$ cat src/rtl/segmented_serial_adder.sv
// segmented_serial_adder: multi-cycle adder that sums one SEG-bit segment per
// clock, holding the carry in a register between segments. Operands are
// shifted in serially (MSB first) while idle. The result is available as a
// full register and through a bit-select readout.
// Optional feature macro: SEGMENTED_SERIAL_ADDER_SUB_EN enables subtract mode
// (x - y computed as x + ~y + 1). Without it the sub input is ignored.
module segmented_serial_adder #(
  parameter int BITS = 64,
  parameter int SEG  = 8
) (
  input  logic                    i_clk,
  input  logic                    i_reset,
  input  logic                    i_shift_en,
  input  logic                    i_x_bit,
  input  logic                    i_y_bit,
  input  logic                    i_carry_in,
  input  logic                    i_sub,
  input  logic                    i_start,
  input  logic [$clog2(BITS)-1:0] i_sel,
  output logic                    o_busy,
  output logic                    o_done,
  output logic [BITS-1:0]         o_sum,
  output logic                    o_carry_out,
  output logic                    o_sum_bit
);

  localparam int NSEG = BITS / SEG;
  localparam int IDXW = (NSEG > 1) ? $clog2(NSEG) : 1;
  localparam logic [IDXW-1:0] LAST_IDX = IDXW'(NSEG - 1);

  typedef enum logic [1:0] {
    IDLE,
    RUN,
    DONE
  } state_t;

  state_t          r_state;
  logic [BITS-1:0] r_x;
  logic [BITS-1:0] r_y;
  logic [BITS-1:0] r_sum;
  logic            r_carry;
  logic            r_carryOut;
  logic            r_subMode;
  logic [IDXW-1:0] r_segIdx;
  logic            r_busy;
  logic            r_done;

  logic            w_startCarry;
  logic            w_startSub;
  logic [BITS-1:0] w_yOp;
  logic [BITS-1:0] w_xShift;
  logic [BITS-1:0] w_yShift;
  logic [SEG-1:0]  w_xSeg;
  logic [SEG-1:0]  w_ySeg;
  logic [SEG:0]    w_segResult;
  logic [SEG-1:0]  w_segSum;
  logic            w_segCarry;

`ifdef SEGMENTED_SERIAL_ADDER_SUB_EN
  // A subtract start forces the initial carry to 1 so that ~y + 1 forms -y.
  assign w_startCarry = i_sub ? 1'b1 : i_carry_in;
  assign w_startSub   = i_sub;
`else
  // Subtract support is compiled out; the sub input is accepted but has no effect.
  logic w_unusedSub;
  assign w_unusedSub  = i_sub;
  assign w_startCarry = i_carry_in;
  assign w_startSub   = 1'b0;
`endif

  // The y operand seen by the adder is inverted when a subtraction is running.
  assign w_yOp = r_subMode ? ~r_y : r_y;

  // Bring the active segment down to bit 0 so a fixed slice picks it up.
  assign w_xShift = r_x   >> (int'(r_segIdx) * SEG);
  assign w_yShift = w_yOp >> (int'(r_segIdx) * SEG);
  assign w_xSeg   = w_xShift[SEG-1:0];
  assign w_ySeg   = w_yShift[SEG-1:0];

  // One segment of the sum, one bit wider than a segment to catch the carry.
  assign w_segResult = {1'b0, w_xSeg} + {1'b0, w_ySeg} + {{SEG{1'b0}}, r_carry};
  assign w_segSum    = w_segResult[SEG-1:0];
  assign w_segCarry  = w_segResult[SEG];

  // Control FSM: shift operands while idle, add one segment per RUN cycle,
  // then pulse done for a single cycle before returning to idle.
  always_ff @(posedge i_clk) begin
    if (i_reset) begin
      r_state    <= IDLE;
      r_x        <= '0;
      r_y        <= '0;
      r_sum      <= '0;
      r_carry    <= 1'b0;
      r_carryOut <= 1'b0;
      r_subMode  <= 1'b0;
      r_segIdx   <= '0;
      r_busy     <= 1'b0;
      r_done     <= 1'b0;
    end else begin
      case (r_state)
        IDLE: begin
          r_done <= 1'b0;
          if (i_start) begin
            r_carry   <= w_startCarry;
            r_subMode <= w_startSub;
            r_segIdx  <= '0;
            r_busy    <= 1'b1;
            r_state   <= RUN;
          end else if (i_shift_en) begin
            r_x <= {r_x[BITS-2:0], i_x_bit};
            r_y <= {r_y[BITS-2:0], i_y_bit};
          end
        end
        RUN: begin
          r_sum[int'(r_segIdx)*SEG +: SEG] <= w_segSum;
          r_carry  <= w_segCarry;
          r_segIdx <= r_segIdx + IDXW'(1);
          if (r_segIdx == LAST_IDX) begin
            r_carryOut <= w_segCarry;
            r_busy     <= 1'b0;
            r_done     <= 1'b1;
            r_state    <= DONE;
          end
        end
        DONE: begin
          r_done  <= 1'b0;
          r_state <= IDLE;
        end
        default: begin
          r_busy  <= 1'b0;
          r_done  <= 1'b0;
          r_state <= IDLE;
        end
      endcase
    end
  end

  // Bit-select readout of the result; indices past BITS read as zero.
  always_comb begin
    o_sum_bit = 1'b0;
    if (int'(i_sel) < BITS) begin
      o_sum_bit = r_sum[i_sel];
    end
  end

  assign o_busy      = r_busy;
  assign o_done      = r_done;
  assign o_sum       = r_sum;
  assign o_carry_out = r_carryOut;

endmodule
$ cat config.mk
export PLATFORM = sky130hd
export DESIGN_NAME = segmented_serial_adder
export DESIGN_NICKNAME = d
export VERILOG_FILES = /design/src/rtl/segmented_serial_adder.sv
export SDC_FILE = /design/constraint.sdc
export NUM_CORES = 1
export LEC_CHECK = 0
export CORE_AREA = 2 2 131 184
export CTS_CLUSTER_DIAMETER = 50
export DETAILED_ROUTE_END_ITERATION = 6
export DIE_AREA = 0 0 133 186
export PLACE_DENSITY = 0.61
export RECOVER_POWER = 25
export SYNTH_ARGS = -nofsm -noshare
export SYNTH_HDL_FRONTEND = slang
export SYNTH_SLANG_ARGS = --single-unit
$ cat constraint.sdc
create_clock -name i_clk -period 4.3 [get_ports i_clk]
set_input_delay 0.43 -clock i_clk [delete_from_list [all_inputs] [get_ports i_clk]]
set_output_delay 0.43 -clock i_clk [all_outputs]
set_load 0.01 [all_outputs]
# After elaboration in Yosys (flattened, before gate mapping)
# Cells that the tools add are included.
[op_classes] eq_ne=5 n_mux=13 bitwise_logic=3 magnitude_cmp=1 shift=4 n_reduce_logical=8 addsub=4
[ops] op="64-bit by 6-bit right shift with 8-bit output" count=2
[ops] op="64-bit bitwise mux" count=1
[ops] op="8-bit by 33-bit variable shift with 64-bit output, first input constant" count=1
[ops] op="8-bit by 33-bit variable part select with 64-bit output" count=1
[ops] op="6-bit negation with 33-bit output" count=1
[ops] op="8-bit by 8-bit adder with 9-bit output" count=1
[ops] op="9-bit by 1-bit adder with 9-bit output" count=1
[ops] op="6-bit by 7-bit less-than comparator with 1-bit output, second input constant" count=1
[ops] op="1-bit binary-select mux with 6-bit select" count=1
[ops] op="3-bit one-hot mux with 2 select lines" count=1
[ops] op="2-bit AND reduction" count=3
[ops] op="3-bit AND reduction" count=2
[ops] op="1-bit 2-to-1 mux" count=4
[ops] op="2-bit 2-to-1 mux" count=2
[ops] op="2-bit != test, second input constant" count=2
[ops] op="2-bit one-hot mux with 2 select lines" count=1
[ops] op="3-bit by 1-bit adder with 3-bit output, second input constant" count=1
[ops] op="3-bit equality test, second input constant" count=1
[ops] op="3-bit 2-to-1 mux" count=1
[ops] op="1-bit NOT" count=3
[ops] op="1-bit one-hot mux with 3 select lines" count=1
[ops] op="2-bit by 1-bit equality test with 1-bit output, second input constant" count=1
[ops] op="2-bit equality test, second input constant" count=1
[ops] op="2-bit logical NOT" count=1
[ops] op="other kinds (3)" count=3
[word_totals] wordCells=47 inputBits=14 ff_bits=201

# Depth between registers and ports, before layout
# Gate-level depths: netlist (run 1).
[depth] word_depth=5 mapped_depth=15 ltp_nobuf=12

# Least setup slack after synthesis (run 1)
# OpenSTA, ideal clock, no wires.
[synth_path] path_type="register -> register" start="register r_segIdx[0]" end="register r_sum[14], in the netlist o_sum[14]" t_required_ns=4.204 path_buffers=3 t_arrival_ns=3.676 stages_incl_launch_ff=16 setup_ns=0.096 setup_slack_ns=0.529 cell_sequence="dfxtp_1 -> buf_2 -> buf_2 -> mux4_2 -> nand2_1 -> nand2_1 -> fa_1 -> inv_1 -> fa_1 -> nor2b_4 -> o21ai_2 -> a21boi_1 -> o311a_1 -> or3_1 -> buf_6 -> o41ai_2"
[synth_via] elab_chain_len=5 word_cells_on_any_way=8 classes_between="add/sub: 3; shift: 4; mux: 1"
[synth_rtl] element="start, declared" line="44" text="logic [IDXW-1:0] r_segIdx;"
[synth_rtl] element="start signal, assigned" line="117" text="r_segIdx <= r_segIdx + IDXW'(1);"
[synth_rtl] element="64-bit by 6-bit right shift with 8-bit output, on equally long branches" line="75, 76"
[synth_rtl] element="8-bit by 8-bit adder with 9-bit output" line="81" text="assign w_segResult = {1'b0, w_xSeg} + {1'b0, w_ySeg} + {{SEG{1'b0}}, r_carry};"
[synth_rtl] element="9-bit by 1-bit adder with 9-bit output" line="81"
[synth_rtl] element="8-bit by 33-bit variable part select with 64-bit output" line="115" text="r_sum[int'(r_segIdx)*SEG +: SEG] <= w_segSum;"
[synth_rtl] element="64-bit bitwise mux (*)" line="115"
[synth_rtl] element="end signal, assigned by index" line="115"
[synth_rtl] element="end, declared" line="40" text="logic [BITS-1:0] r_sum;"
# Mark *: on every way between the ends. The rest lies on a longest branch, timed or not.
# A chain may end at the register's enable or synchronous reset.

# Final worst setup path (run 1)
[layout_path] start="register r_segIdx[0]" end="register r_sum[54], in the netlist o_sum[54]"
# Same word-level chain as after synthesis.

==> results of run 1 <==
-- cell families (layout without fill, tap and decap cells) --
group,Yosys count,count (layout),share of synthesized area [%]
xor+xnor,3,3,0.288
fa+ha+maj,16,16,2.36
compound gates,213,213,13.2
mux,59,59,13.1
buf+inv,96,152,4.22
simple gates,493,493,22.7
flops,201,201,44.1
-- area by class of cell --
cell class	instances	share of cell area, %
Multi-Input combinational cell	784	43.5
Sequential cell	201	37.1
Timing Repair Buffer	107	9.61
Clock buffer	31	5.65
Tap cell	306	3.53
Inverter	10	0.346
Clock inverter	4	0.242
-- worst paths after layout --
path,start,endpoint,cells after the start
worst max-delay path,r_segIdx[0],o_sum[54],12
worst min-delay path,i_reset,r_x[23],2
worst max register to register,r_segIdx[0],o_sum[54],12
worst min register to register,r_y[63],r_y[63],2
-- Yosys cell counts (2+ instances only) --
master	number	share of area, %
buf_1	4	0.16
and3_1	9	0.62
fa_1	2	0.44
mux4_2	48	12
nand3b_1	2	0.16
nor4_1	6	0.41
nand4_1	3	0.21
nor3_1	32	1.8
ha_1	14	1.9
inv_1	8	0.33
nor3b_1	3	0.25
dfxtp_1	201	44
nand2_1	330	14
o41ai_2	5	0.89
mux2i_1	9	0.99
a211o_1	2	0.19
xor2_1	2	0.19
o311ai_0	2	0.19
buf_2	10	0.55
clkinv_1	2	0.082
nor2b_1	2	0.14
o31ai_1	2	0.16
clkbuf_1	69	2.8
a21oi_1	177	9.7
nor2_1	48	2.0
or4_1	3	0.25
nand3_1	44	2.4
o21ai_0	7	0.38
and2_1	3	0.21
or3_1	2	0.14
mux2_2	2	0.25
a22oi_1	3	0.25
a311o_1	3	0.33
-- through the flow --
stage / setup WS, ns / util, % / instance area (um^2) / hold WS [ns]
2_1_floorplan: 0.529 / - / 9120 / 0.433
3_3_place_gp: 0.455 / 44.3 / 10200 / 0.448
3_5_place_dp: 0.371 / 44.3 / 10200 / 0.448
4_1_cts: 0.359 / 47.1 / 10800 / 0.420
5_1_grt: 0.123 / 47.1 / 10800 / 0.448
6_report: 0.408 / 47.1 / 10800 / 0.424
-- metal layers --
metal	up-vias	part of all wire [%]	GRT usage, %
met5	-	0	0
met4	0	3.1	6.88
met3	46	3.1	2.04
met2	145	51	35.1
met1	3628	42	22.7
li1	3841	-	-
-- flip-flops by register name (all words and copies together) (netlist names) --
signal and count:
o_carry_out 1, o_sum 64, o_busy 1, r_x 64, r_state 2, r_y 64, r_segIdx 3, r_carry 1
o_done 1
-- where the power goes --
group | total [mW] | internal, mW | switching, mW
combinational | 0.203 | 0.0651 | 0.138
sequential | 1.88 | 1.87 | 0.0104
clock | 1.71 | 0.984 | 0.723
total | 3.79 | 2.92 | 0.871
==> run_results.csv, run 1 <==
group,metric,value,unit
routing,initialDrtViolationCount,539,
synth,ys.flop_type,"dfxtp_1",
clocking,clock_path_buffers,3,
floorplan,die_h,186,um
sta,period_minus_slack,3.89,ns
critical_path,start_kind,"flip-flop",
sta,rsz0062_at_grt,"false",
routing,wl_per_cell,16.4,um
synth,synth_cell_types,55,
global_routing,grt_max_degree,129,
layout,drive_gt1_share,10.5,%
sta,max_freq,257,MHz
clocking,hold_buffers,0,
synth,synthCells,1081,
critical_path,cp_cell_sequence,"mux4_2 -> nand2_1 -> nand2_1 -> fa_1 -> inv_1 -> fa_1 -> nor2b_4 -> o21ai_2 -> a21boi_1 -> o311a_1 -> or3_1 -> o41ai_2",
floorplan,start_util,39.6,%
routing,finalWirelength,23.6,mm
clocking,cts_made_buffers,21,
pwr,p_per_area,349,mW/mm^2
sta,finalSetupViolCount,0,
worst_hold_path,hp-class,"input port to flip-flop",
synth,synthArstFlopShare,0,%
sta,hold_viol,0,
sta,relSlewSlack,22.0,%
pwr,peakVddDrop,0.000259,V
synth,synth_edf_count,0,
sta,worst_pin_slew,1.16,ns
routing,ant_nets,0,
floorplan,num_io_pins,82,
placement,io_buffers,80,
run,cap_violations,0,
critical_path,cp_data_required_time,4.69,ns
critical_path,ff2ff_setup_slack,0.41,ns
pwr,power,3.79,mW
layout,area_growth,18.9,%
synth,syn_area,0.00912,mm^2
synth,yosysSeqAreaShare,44.1,%
routing,drt_pre_antenna_iters,5,
floorplan,die_w,133,um
global_routing,antenna_found_initial,0,
layout,fin_nets,1155,
synth,avgSynthCellArea,8.44,um^2
critical_path,crit_fanout,15,
layout,final_cell_mix,"nand2_1 (330), dfxtp_1 (200), a21oi_1 (177)",
clocking,cts_resized,0,
sta,report.final.slew_viol_count,0,
clocking,clk_latency,0.49,ns
routing,drc,0,
sta,fin_crit_sh,90.5,%
routing,vias,7660,
layout,multi_input_area,0.00472,mm^2
critical_path,crit_arrival,4.28,ns
critical_path,cpPeakStageDelay,0.68,ns
critical_path,critPathTopFamily,"compound AO/OA/AOI/OAI gates",
synth,synthesis.nets,1111,
critical_path,critPathKind,"flip-flop to flip-flop",
floorplan,rows,66,
critical_path,cp_num_buf_inv,1,
global_routing,grt.overflow.total,0,
clocking,clk_pin_slew,0.06,ns
clocking,clockRootBuffer,"clkbuf_16",
placement,gp_congestion,0.788,
floorplan,dieArea,0.0247,mm^2
run_status,run_status,"finished clean",
global_routing,first_global_vias,7381,
synth,synth_seq_cells,201,
layout,final_common_cell,"nand2_1",
floorplan,core,0.0230,mm^2
layout,n_fill_cell,2221,
layout,n_antenna_cell,0,
sta,clock-skew-final,0.00758,ns
global_routing,grt_usage,19.0,%
routing,viasPerCell,5.31,
clocking,cts_sinks,201,
layout,seqCellArea,0.00403,mm^2
placement,dp_hpwl,16.0,mm
placement,post-place-cells,1408,
layout,layout.cells.non_filler,1443,
global_routing,grt_pass1_wl,38.4,mm
sta,finalSetupTns,0,ns
clocking,cts_setup_buffers,0,
synth,yosys_warnings,0,
critical_path,slowest_stage,"dfxtp_2",
clocking,htreeDepth,1,
clocking,cts_tree,"done",
critical_path,end_kind,"flip-flop",
pwr,p_leak,3.89,nW
(Power assumes the default switching activity.)
==> run 2, diff against run 1 <==
- SLEW_MARGIN: not set -> 40
==> run 2 against run 1 <==
  * The flow now finishes with violations (max-capacitance violations, max-slew violations)
  * Fmax decreased by 0.34%
  * Core utilization increased by 0.060 points
  * Via count increased by 0.80%
  * Non-clock buffer count up 1
  * Sequential power barely moved
  * Sequential share of layout area about the same
  * Sequential cell count unchanged
  * Critical endpoint unchanged
  * Largest cell class unchanged
==> run_results.csv, run 2 (synthesis results as in run 1) <==
group,metric,value,unit
critical_path,end_kind,"flip-flop",
global_routing,use_met2,34.9,%
critical_path,ff2ff_setup_slack,0.40,ns
routing,vias,7721,
global_routing,first_global_vias,7469,
layout,drive_gt1_share,11.0,%
critical_path,r2r_start,"r_segIdx[0]",
sta,report.final.slew_viol_count,129,
layout,layout.cells.non_filler,1445,
pwr,p_leak,3.68,nW
floorplan,start_util,39.6,%
clocking,htreeDepth,1,
layout,n_fill_cell,2241,
global_routing,met3_usage,2.45,%
pwr,switchingPower,0.887,mW
layout,fin_nets,1156,
routing,initialDrtViolationCount,523,
routing,wl_per_cell,16.5,um
critical_path,rr_endpoint,"o_sum[54]",
critical_path,crit_fanout,15,
global_routing,grt.overflow.total,0,
floorplan,die_w,133,um
floorplan,core,0.0230,mm^2
placement,gp_congestion,0.788,
layout,seqCellArea,0.00403,mm^2
routing,viasPerCell,5.34,
pwr,swShare,23.3,%
sta,finalSetupViolCount,0,
placement,dp_hpwl,16.0,mm
sta,period_minus_slack,3.90,ns
placement,io_buffers,80,
placement,post-place-cells,1409,
sta,clock-skew-final,0.0103,ns
pwr,p_int,2.93,mW
layout,stdcell_area,0.0109,mm^2
layout,n_antenna_cell,0,
sta,relSlewSlack,-66.6,%
clocking,cts_resized,0,
sta,fin_crit_sh,90.8,%
critical_path,crit_arrival,4.30,ns
clocking,clock_path_buffers,3,
layout,area_growth,19.1,%
routing,ant_nets,0,
placement,placed_cell_area,0.0102,mm^2
worst_hold_path,min-delay-start,"i_reset",
global_routing,antenna_found_initial,0,
critical_path,cpPeakStageDelay,0.67,ns
floorplan,rows,66,
critical_path,slowest_stage,"dfxtp_2",
global_routing,busiest_layer,"met2",
critical_path,cp_data_required_time,4.69,ns
clocking,hold_buffers,0,
critical_path,start_kind,"flip-flop",
sta,hold_viol,0,
global_routing,grt_max_degree,129,
routing,drc,0,
global_routing,grt_use_met1,22.9,%
sta,worst_pin_slew,2.50,ns
critical_path,cp_cell_sequence,"mux4_2 -> nand2_1 -> nand2_1 -> fa_1 -> inv_1 -> fa_1 -> nor2b_4 -> o21ai_2 -> a21boi_1 -> o311a_1 -> or3_1 -> o41ai_2",
pwr,p_comb_share,5.3,%
global_routing,grt_usage,19.0,%
layout,multi_input_area,0.00472,mm^2
critical_path,worst_r2r_path_depth,12,
clocking,cts_sinks,201,
sta,rsz0062_at_grt,"false",
routing,finalWirelength,23.8,mm
clocking,clockRootBuffer,"clkbuf_16",
layout,final_cell_mix,"nand2_1 (330), dfxtp_1 (200), a21oi_1 (177)",
floorplan,num_io_pins,82,
layout,final_common_cell,"nand2_1",
clocking,cts_setup_buffers,0,
pwr,peakVddDrop,0.000228,V
routing,drt_pre_antenna_iters,5,
clocking,cts_tree,"done",
run_status,run_status,"finished, violations left",
pwr,p_clk_share,45.6,%
floorplan,dieArea,0.0247,mm^2
placement,dpl_worst_slack,0.395,ns
pwr,p_per_area,351,mW/mm^2
global_routing,grt_pass1_wl,38.5,mm
sta,worst_slack,0.395,ns
sta,finalSetupTns,0,ns
pwr,seqPwrFrac,49.2,%
run,cap_violations,1,
worst_hold_path,min_to,"o_sum[34]",
floorplan,die_h,186,um
run_status,failed_checks,"max-capacitance violations, max-slew violations",
clocking,clk_pin_slew,0.06,ns
clocking,clk_latency,0.50,ns
worst_hold_path,min_path_cells,2,
worst_hold_path,hp-class,"input port to flip-flop",
sta,max_freq,256,MHz
clocking,cts_made_buffers,21,
critical_path,critPathKind,"flip-flop to flip-flop",
-- run 2: per-layer routing --
metal	up-vias	wire length, um	part of all wire [%]
met5	-	0	0
met4	0	690	2.9
met3	49	845	3.6
met2	153	12300	52
met1	3692	10000	42
li1	3827	-	-
-- run 2: layout make-up --
class / count / share of cell area [%]
Clock buffer: 29 / 5.67
Sequential cell: 201 / 37.1
Inverter: 10 / 0.346
Timing Repair Buffer: 108 / 9.53
Clock inverter: 7 / 0.403
Multi-Input combinational cell: 784 / 43.5
Tap cell: 306 / 3.53
-- run 2: worst max-delay path, delay by kind of cell, from the launching register on --
| family | cells | cell delay [ns] |
|---|---|---|
| buffers and inverters | 1 | 0.08 |
| multiplexers | 1 | 0.56 |
| flip-flops | 1 | 0.67 |
| AO/OA/AOI/OAI | 4 | 0.94 |
| adder cells (fa/ha/maj) | 2 | 0.67 |
| AND/OR/NAND/NOR | 4 | 0.86 |
-- run 2: metrics by stage --
step	util (%)	hold slack (ns)	total power, mW
after floorplan	-	0.433	2.05
after detailed placement	44.4	0.448	2.12
after global placement	44.3	0.448	2.12
after global routing	47.1	0.449	3.94
after CTS	47.2	0.417	3.87
final	47.1	0.432	3.82
-- run 2: power groups by stage --
stage / Clock (mW) / Sequential (mW) / Combinational (mW)
global placement: 0 / 1.92 / 0.205
floorplan: 0 / 1.91 / 0.142
detailed placement: 0 / 1.92 / 0.206
global route: 1.85 / 1.88 / 0.219
CTS: 1.78 / 1.88 / 0.206
finish: 1.74 / 1.88 / 0.201
-- run 2: how the worst max path moves through the flow --
stage	start	endpoint	slack (ns)	cells after the start
finish	r_segIdx[0]	o_sum[54]	0.40	12
global placement	r_segIdx[0]	o_sum[46]	0.46	12
floorplan	r_segIdx[0]	o_sum[14]	0.53	15
CTS	r_segIdx[0]	o_sum[54]	0.36	12
detailed placement	r_segIdx[0]	o_sum[46]	0.40	12
global route	r_segIdx[0]	o_sum[30]	0.16	12
==> run 3, diff against run 2 <==
- GPL_TIMING_DRIVEN: not set -> 0
==> run 3 against run 2 <==
  * The flow now finishes without violations
  * Clock skew rose by 0.0094 ns
  * Critical path depth rose by 3
  * Sequential cell count did not move
  * First-iteration DRC count fell by 6.3%
  * Die area did not move
  * Cell area rose by 2.3%
  * Clock-buffer cell count did not move
  * Final cell count rose by 4.1%
  * Combinational power rose by 12%
  * Clock power rose by 13%
  * Critical endpoint is now o_sum[46]
==> run_results.csv, run 3 (synthesis results as in run 1) <==
group,metric,value,unit
run_status,run_status,"finished clean",
clocking,clk_latency,0.51,ns
pwr,p_comb_share,5.6,%
sta,report.final.slew_viol_count,0,
critical_path,slowest_stage,"fa_1",
critical_path,start_kind,"flip-flop",
floorplan,num_io_pins,82,
sta,period_minus_slack,4.07,ns
pwr,p_int,3.12,mW
layout,drive_gt1_share,10.1,%
floorplan,start_util,39.6,%
floorplan,dieArea,0.0247,mm^2
worst_hold_path,hp-class,"flip-flop to flip-flop",
critical_path,cp_num_buf_inv,4,
pwr,switchingPower,0.942,mW
layout,final_cell_mix,"nand2_1 (330), dfxtp_1 (201), a21oi_1 (177)",
sta,rsz0062_at_grt,"false",
pwr,p_per_area,365,mW/mm^2
global_routing,grt_max_degree,15,
critical_path,cp_cell_sequence,"clkbuf_2 -> buf_2 -> mux4_2 -> nand2_1 -> nand2_1 -> fa_1 -> inv_1 -> fa_1 -> nor2b_4 -> o21ai_2 -> a21boi_1 -> o311a_1 -> or3_1 -> buf_6 -> o41ai_2",
clocking,htreeDepth,1,
routing,vias,8082,
critical_path,cpPeakStageDelay,0.42,ns
sta,finalSetupTns,0,ns
clocking,clk_pin_slew,0.06,ns
clocking,cts_made_buffers,22,
pwr,p_clk_share,48.3,%
pwr,peakVddDrop,0.000357,V
routing,finalWirelength,26.7,mm
sta,relSlewSlack,48.4,%
routing,viasPerCell,5.37,
global_routing,first_global_vias,7665,
sta,fin_crit_sh,94.5,%
routing,drc,0,
placement,io_buffers,77,
layout,seqCellArea,0.00402,mm^2
clocking,hold_buffers,0,
sta,clock-skew-final,0.0196,ns
routing,met3RoutedLength,1.17,mm
routing,wl_per_cell,17.7,um
sta,worst_pin_slew,0.773,ns
clocking,clock_path_buffers,3,
layout,fin_nets,1212,
critical_path,end_kind,"flip-flop",
critical_path,crit_fanout,10,
sta,hold_viol,0,
layout,n_antenna_cell,0,
layout,area_growth,21.8,%
routing,wirelength_met1,10.7,mm
routing,maxUsedRoutingLayer,"met4",
pwr,swShare,23.2,%
floorplan,die_h,186,um
floorplan,die_w,133,um
pwr,seqPwrFrac,46.1,%
floorplan,core,0.0230,mm^2
critical_path,critPathKind,"flip-flop to flip-flop",
run,cap_violations,0,
global_routing,grt_pass1_wl,42.0,mm
critical_path,critPathTopFamily,"buffers and inverters",
sta,hold_slack,0.456,ns
placement,gp_congestion,0.892,
layout,n_fill_cell,2215,
routing,initialDrtViolationCount,490,
layout,final_common_cell,"nand2_1",
global_routing,antenna_found_initial,0,
global_routing,grt_usage,21.5,%
clocking,cts_tree,"done",
global_routing,grt.overflow.total,0,
routing,ant_nets,0,
floorplan,rows,66,
clocking,cts_sinks,201,
routing,drt_pre_antenna_iters,6,
placement,dp_hpwl,19.5,mm
critical_path,crit_arrival,4.46,ns
layout,multi_input_area,0.00475,mm^2
pwr,p_leak,3.94,nW
sta,max_freq,246,MHz
sta,finalSetupViolCount,0,
clocking,clockRootBuffer,"clkbuf_16",
routing,route.met2.wl,13.8,mm
critical_path,cp_data_required_time,4.70,ns
[run 3: cell count changes in the layout (fill, tap and decap cells not counted), sizes merged]
cell	before	now
clkinv	7	10
bufinv	0	2
clkinvlp	2	1
buf	28	14
clkdlybuf4s50	75	22
clkbuf	30	101
dlygate4sd3	4	55
[run 3: metal layers]
metal	vias to the layer above	track usage [%]
li1	3938	-
met1	3850	24.6
met2	233	40.1
met3	61	2.81
met4	0	9.03
met5	-	0
[run 3: worst paths after layout]
kind / slack, ns / depth (start not counted) / endpoint / startpoint
setup reg to reg: 0.23 / 15 / o_sum[46] / r_segIdx[1]
setup / recovery: 0.23 / 15 / o_sum[46] / r_segIdx[1]
hold reg to reg: 0.46 / 2 / r_x[3] / r_x[2]
hold / removal: 0.46 / 2 / r_x[3] / r_x[2]
[run 3: tightest hold or removal path: cells and delay by family (launching register included)]
kind	cells	cell delay, ns
compound gates	1	0.05
simple gates	1	0.06
flops	1	0.32
[run 3: final cells by class]
class / count / share of cell area (%)
repair buffers: 77 / 6.94
multi-input cells: 784 / 42.7
inverters: 10 / 0.338
clock inverters: 11 / 1.07
well taps: 306 / 3.45
flip-flops and latches: 201 / 36.2
clock buffers: 29 / 5.83
plain buffers: 86 / 3.42
[run 3: power by group through the flow]
stage / Sequential, mW / Clock (mW) / Combinational [mW]
floorplan: 1.91 / 0 / 0.142
global placement: 1.91 / 0 / 0.221
detailed placement: 1.91 / 0 / 0.221
CTS: 1.87 / 2.00 / 0.223
global route: 1.87 / 2.07 / 0.243
finish: 1.87 / 1.96 / 0.225
[run 3: what timing repair did]
action	CTS	global route
hold endpoints to repair	0	0
pin swaps	0	0
setup endpoints to repair	16	7
buffers inserted	0	0
gates resized for setup	7	8
cloned	0	0
[run 3: stage by stage]
stage          cells  util [%]  setup WS (ns)  total power, mW  cell area, um^2
2_1_floorplan   1081         -          0.529             2.05             9120
3_3_place_gp    1464      44.6         -0.192             2.13            10300
3_5_place_dp    1464      44.7         -0.310             2.13            10300
4_1_cts         1504      48.1          0.124             4.09            11100
5_1_grt         1504      48.2         0.0240             4.19            11100
6_report        1504      48.2          0.235             4.06            11100
